[src/rtl/cpu_pkg.sv]
// Shared types for the execute-stage forwarding logic: the in-flight write
// record and the default data/register widths.
package cpu_pkg;

    localparam int DATA_W     = 32;
    localparam int REG_ADDR_W = 5;

    typedef struct packed {
        logic                  valid;
        logic [REG_ADDR_W-1:0] addr;
        logic                  is_load;
        logic                  data_ready;
        logic [DATA_W-1:0]     data;
    } fwd_entry_t;

endpackage

[src/rtl/forward_match.sv]
// Per-operand priority match over the in-flight write stages: picks the youngest
// matching entry, otherwise the register-file value.
module forward_match #(
    parameter int DATA_W     = cpu_pkg::DATA_W,
    parameter int REG_ADDR_W = cpu_pkg::REG_ADDR_W,
    parameter int DEPTH      = 2,
    parameter int SEL_W      = $clog2(DEPTH + 1)
) (
    input  cpu_pkg::fwd_entry_t [DEPTH-1:0] entries,
    input  logic [REG_ADDR_W-1:0]           src_addr,
    input  logic [DATA_W-1:0]               rf_data,
    output logic [SEL_W-1:0]                sel,
    output logic [DATA_W-1:0]               data,
    output logic                            needs_stall
);

    always_comb begin
        // NOTE: every output gets a default before the loop, otherwise the
        // no-match path would hold its old value and infer a latch.
        sel         = '0;
        data        = rf_data;
        needs_stall = 1'b0;
        // Walk oldest to youngest so the youngest match is the one left standing.
        for (int k = DEPTH - 1; k >= 0; k--) begin
            if (entries[k].valid && entries[k].addr == src_addr && src_addr != '0) begin
                sel         = SEL_W'(k + 1);
                data        = entries[k].data;
                needs_stall = !entries[k].data_ready;
            end
        end
    end

endmodule

[src/rtl/forward_pipe_unit.sv]
// Execute-stage operand forwarding and load-use hazard unit: tracks DEPTH
// post-execute register writes and resolves NUM_SRC operands against them.
module forward_pipe_unit #(
    parameter int DATA_W     = cpu_pkg::DATA_W,
    parameter int REG_ADDR_W = cpu_pkg::REG_ADDR_W,
    parameter int NUM_SRC    = 2,
    parameter int DEPTH      = 2,
    parameter int SEL_W      = $clog2(DEPTH + 1)
) (
    input  logic                               clk,
    input  logic                               rst_n,
    input  logic                               wr_valid_e,
    input  logic [REG_ADDR_W-1:0]              wr_addr_e,
    input  logic                               wr_is_load_e,
    input  logic [DATA_W-1:0]                  alu_result_e,
    input  logic                               flush_e,
    input  logic [DATA_W-1:0]                  mem_rdata_m,
    input  logic [NUM_SRC-1:0][REG_ADDR_W-1:0] src_addr_e,
    input  logic [NUM_SRC-1:0][DATA_W-1:0]     rf_data_e,
    output logic [NUM_SRC-1:0][DATA_W-1:0]     src_data_e,
    output logic [NUM_SRC-1:0][SEL_W-1:0]      fwd_sel_e,
    output logic                               stall_e,
    output logic [31:0]                        stall_count
);

    import cpu_pkg::*;

    fwd_entry_t [DEPTH-1:0] stage_q;
    logic [NUM_SRC-1:0]     needs_stall;
    logic                   accept_e;

    for (genvar s = 0; s < NUM_SRC; s++) begin : g_src
        forward_match #(
            .DATA_W     (DATA_W),
            .REG_ADDR_W (REG_ADDR_W),
            .DEPTH      (DEPTH),
            .SEL_W      (SEL_W)
        ) u_match (
            .entries     (stage_q),
            .src_addr    (src_addr_e[s]),
            .rf_data     (rf_data_e[s]),
            .sel         (fwd_sel_e[s]),
            .data        (src_data_e[s]),
            .needs_stall (needs_stall[s])
        );
    end

    assign stall_e = |needs_stall;

    // A stalled E instruction is re-presented next cycle, so its write is not recorded yet.
    assign accept_e = wr_valid_e && !stall_e && !flush_e && (wr_addr_e != '0);

    always_ff @(posedge clk) begin
        // NOTE: sequential state uses non-blocking assignments so every stage
        // shifts from the pre-edge value of its neighbour.
        if (!rst_n) begin
            // NOTE: the tracker is a handful of flops, so whole entries are
            // cleared rather than only the valid bits.
            stage_q <= '0;
        end else begin
            if (accept_e) begin
                stage_q[0] <= '{valid: 1'b1, addr: wr_addr_e, is_load: wr_is_load_e,
                                data_ready: !wr_is_load_e, data: alu_result_e};
            end else begin
                stage_q[0] <= '0;
            end
            stage_q[1] <= stage_q[0];
            if (stage_q[0].is_load) begin
                stage_q[1].data       <= mem_rdata_m;
                stage_q[1].data_ready <= 1'b1;
            end
            for (int i = 2; i < DEPTH; i++) begin
                stage_q[i] <= stage_q[i-1];
            end
        end
    end

    always_ff @(posedge clk) begin
        if (!rst_n) begin
            stall_count <= '0;
        end else if (stall_e && stall_count != '1) begin
            stall_count <= stall_count + 32'd1;
        end
    end

endmodule

[config.mk]
export PLATFORM = sky130hd
export DESIGN_NAME = forward_pipe_unit
export DESIGN_NICKNAME = d
export VERILOG_FILES = /design/src/rtl/cpu_pkg.sv /design/src/rtl/forward_match.sv /design/src/rtl/forward_pipe_unit.sv
export SDC_FILE = /design/constraint.sdc
export NUM_CORES = 1
export LEC_CHECK = 0
export CAP_MARGIN = 20
export CORE_ASPECT_RATIO = 0.8
export CORE_UTILIZATION = 47
export CTS_CLUSTER_SIZE = 12
export DETAILED_ROUTE_END_ITERATION = 6
export HOLD_SLACK_MARGIN = 0.06
export MAX_ROUTING_LAYER = met4
export PLACE_DENSITY = 0.87
export SLEW_MARGIN = 20
export SYNTH_ARGS = -nofsm -noshare
export SYNTH_HDL_FRONTEND = slang
export SYNTH_HIERARCHICAL = 1
export SYNTH_SLANG_ARGS = --single-unit
[constraint.sdc]
create_clock -name clk -period 8.35 [get_ports clk]
set_clock_uncertainty 0.15 [all_clocks]
set_input_delay 1.67 -clock clk [delete_from_list [all_inputs] [get_ports clk]]
set_output_delay 1.67 -clock clk [all_outputs]
set_load 0.01 [all_outputs]
; ---- After elaboration in Yosys (flattened, before gate mapping)
; Index checks and enable logic that the tools add are counted.
[totals]
register_bits = 111
input_bits = 148
output_inout_bits = 101
elab_cells = 52
[op_classes]
addsub = 1
eq_ne = 5
mux = 14
reduce_logical = 22
[op_table]
columns = op, n
row1 = 2-to-1 mux 32 bit, 4
row2 = 2-to-1 mux 40 bit, 1
row3 = 2-to-1 mux 33 bit, 1
row4 = "adder 32 x 1 -> 32 bit, second input constant", 1
row5 = "!= test 32 bit, second input constant", 1
row6 = equality test 5 bit, 4
row7 = nonzero test 5 bit, 3
row8 = logical AND 1 bit, 12
row9 = 2-to-1 mux 2 bit, 4
row10 = zero test 1 bit, 5
row11 = 2-to-1 mux 1 bit, 4
row12 = AND reduction 2 bit, 1
row13 = OR reduction 2 bit, 1

; ---- Logic depth before layout (Yosys ltp)
[logic_depth]
depth_word = 11
depth_mapped = 12

; ---- Cells and area by module
; Netlist, hierarchy kept.
[modules_own_cells]
columns = module, n_inst, cells_each, area_per_inst_um2, seq_area_each_um2
row1 = forward_pipe_unit, 1, 418, 4120.2, 2242.2
row2 = forward_match, 2, 173, 964.7, 0.0

; ---- Worst setup path after synthesis
; OpenSTA, ideal clock, no wires.
[synth_timing]
path_kind = input to output
start = in src_addr_e[7] (netlist bit)
end = out stall_e
arrival_time_ns = 3.288
path_slack_ns = 3.242
stages = 8
path_buffers = 1
path_cell_list = or4_4 -> o211ai_2 -> or2_1 -> buf_2 -> inv_2 -> o41ai_2 -> nor2_1 -> inv_1
[synth_between]
elab_chain_len = 6
elab_cells_between_ends = 10
cone_classes = eq/ne: 2 / mux: 2 / reduce/logical: 6
[synth_lines]
columns = item, line
row1 = start: declaration, forward_pipe_unit.sv:18  ; input logic [NUM_SRC-1:0][REG_ADDR_W-1:0] src_addr_e,
row2 = equality test 5 bit, forward_match.sv:25  ; if (entries[k].valid && entries[k].addr == src_addr && src_addr != '0) begin
row3 = logical AND 1 bit (2 in series), forward_match.sv:25
row4 = 2-to-1 mux 1 bit, forward_match.sv:25
row5 = 2-to-1 mux 1 bit (*), forward_match.sv:25
row6 = net needs_stall[1], forward_pipe_unit.sv:29  ; logic [NUM_SRC-1:0] needs_stall;
row7 = OR reduction 2 bit (*), forward_pipe_unit.sv:48  ; assign stall_e = |needs_stall;
row8 = end: declaration, forward_pipe_unit.sv:22  ; output logic stall_e,
; Mark *: on every way through the listed nets, which the timed path passes. The rest lies on a longest branch.

; ---- Worst setup path after layout
; Ends and elaborated chain as after synthesis.

==> impl_results.md <==
* Outcome: finished clean
* Pleak at 0.002909 uW
* Core Footprint at 12340 sq um
* GPL Wtd Cong at 0.9470
* Relative slew slack at 20.31%
* Crit end category: primary output
* Synthesized Nets at 911
* Critical Path Fanout Max at 34
* H-tree lvl count at 3
* Max Buffers Root-to-Sink at 2
* Max Transition Viols Final at 0
* CTS root buffer: clkbuf_16
* Worst-Skew Late Latency at 350 ps
* CP most frequent cell: clkdlybuf4s50_1
* Die area at 13280 sq um
* 1st-iter DRT viols at 899
* Cells after Synth at 762
* Crit path cell chain: clkdlybuf4s50_1 -> or4_4 -> o211ai_2 -> buf_4 -> or3_1 -> o41ai_2 -> nor2_1 -> inv_1 -> clkdlybuf4s50_1
* CTS tree: built
* Die H at 103.3 um
* CTS clk-pin slew, worst paths at 80 ps
* Hold-fix buffers, CTS at 0
* WP data required at 6530 ps
* DIE WIDTH at 128.6 um
* Detailed Place HPWL at 15390 um
* Placed instance area at 8549 sq um
* Fin worst setup slack at 1612 ps
* Unrepaired setup endpoints after global routing: false
* Design Power at 1215 uW
* Rows at 36
* Final Hold Violating Endpoints at 0
* DR WL/cell at 19.42 um
* Setup crit start kind: input pin
* Largest net degree at the start of global routing at 40
* Vias in the first global route at 6633
* CTS-repair resized insts at 0
* Vias at 7097
* Total gr overflow at 0
* Max cap viols at 0
* Nets at 1117
* I/O Buffers at 248
* Initial core utilization at 48.80%
* CTS buffer count at 9
* Fin Setup TNS at 0 ps
* Tcrit/Tclk final at 80.70%
* Syn avg cell area at 7.905 sq um
* Maximum vdd drop at 0.1004 mV
* Sink Count at 111
* Mapped Area at 6023 sq um
* Final instance area at 8891 sq um
* Initial antenna violation count at 1
* Slew @ Worst Pin at 1195 ps
* CP max stage cell: nor2_1
* Max stage delay on crit path at 660 ps
* F_max at 148.4 MHz
* Setup Viol. Count Final at 0
* Worst EP arrival at 4920 ps
* Worst setup path category: input pin to primary output
* Setup WS pre-CTS at 1655 ps
* Pre-antenna DRT Iters at 7
* Tmin final at 6738 ps
* WL final at 22220 um
* I/O Pins at 249
* Pwr dens at 136.6 nW/um^2
* Vias per Instance at 6.204
* HP Class: flop to flop
* Ys Warns at 6
* First-pass GRT wire length at 33170 um
* Remaining antenna violation count at 0
* All-layer global routing usage at 33.16%
* Postcts setup bufs at 0
* Layout cells sized above 1 at 5.041%
* DRC Markers at 0
* P&R area growth vs syn at 47.61%
==> report_power, final <==
group	total [uW]	internal, uW	switching [uW]
Sequential	548	539	8.80
Combinational	199	116	83.0
Clock	468	265	203
==> worst paths after layout <==
| check | startpoint | to | slack (ps) | depth (start not counted) |
|---|---|---|---|---|
| worst max-delay path | src_addr_e[7] | stall_e | 1610 | 9 |
| worst min register to register | stage_q[32] | stage_q[72] | 340 | 2 |
| worst max register to register | stage_q[76] | stall_count[30] | 4610 | 8 |
| worst min-delay path | stage_q[32] | stage_q[72] | 340 | 2 |
==> registers in the layout, summed over array words and instances, names as in the netlist <==
register and count:
stall_count 32, stage_q 79
==> final cells by class <==
type                       count  area [sq um]
fill                         989          3451
antenna                        1         2.502
multi-input combinational    575          3491
clock inverter                 6         93.84
inverter                       7         26.28
timing repair buffer         264          2615
tap                          171         214.0
clock buffer                   9         225.2
sequential                   111          2223
==> stage by stage <==
| step | utilization, % | instances | hold WS (ps) |
|---|---|---|---|
| 2_1_floorplan | - | 762 | 292.8 |
| 3_3_place_gp | 69.27 | 1127 | 322.8 |
| 3_5_place_dp | 69.27 | 1127 | 327.9 |
| 4_1_cts | 71.86 | 1142 | 339.3 |
| 5_1_grt | 72.04 | 1144 | 389.1 |
| 6_report | 72.04 | 1144 | 343.7 |
==> cells in the final DEF (no fill, tap or decap), types with 2 or more instances in the layout <==
master,n
nand4_1,12
nand3_1,79
and4_1,4
dfxtp_1,110
buf_4,15
o31ai_1,5
a31oi_1,64
o211a_1,2
clkbuf_16,9
inv_2,2
nor3_1,73
inv_1,4
xnor2_1,26
nor2_1,49
and3_1,3
clkdlybuf4s50_1,248
a21oi_1,13
nand2b_1,11
o211ai_1,3
bufinv_16,2
a211oi_1,3
or4_4,2
o21ai_0,76
or4_1,2
nand4b_1,2
nand2_1,22
nor4_2,2
mux2i_1,41
nor4_1,5
o211ai_2,4
or2_1,3
and2_1,44
or3_1,12
o41ai_2,2
==> worst max-delay path, delay by kind of cell <==
family	cells	cell delay, ps
buffers and inverters	4	1580
and+or+nand+nor	3	1440
AOI/OAI and AO/OA	2	220
==> routing by layer <==
layer / share of wire [%] / GRT usage, %
met5: 0 / -
met4: 5.5 / 20.81
met3: 12 / 8.128
met2: 44 / 50.98
met1: 38 / 39.39
No activity file was read; power rests on OpenSTA's default activity.
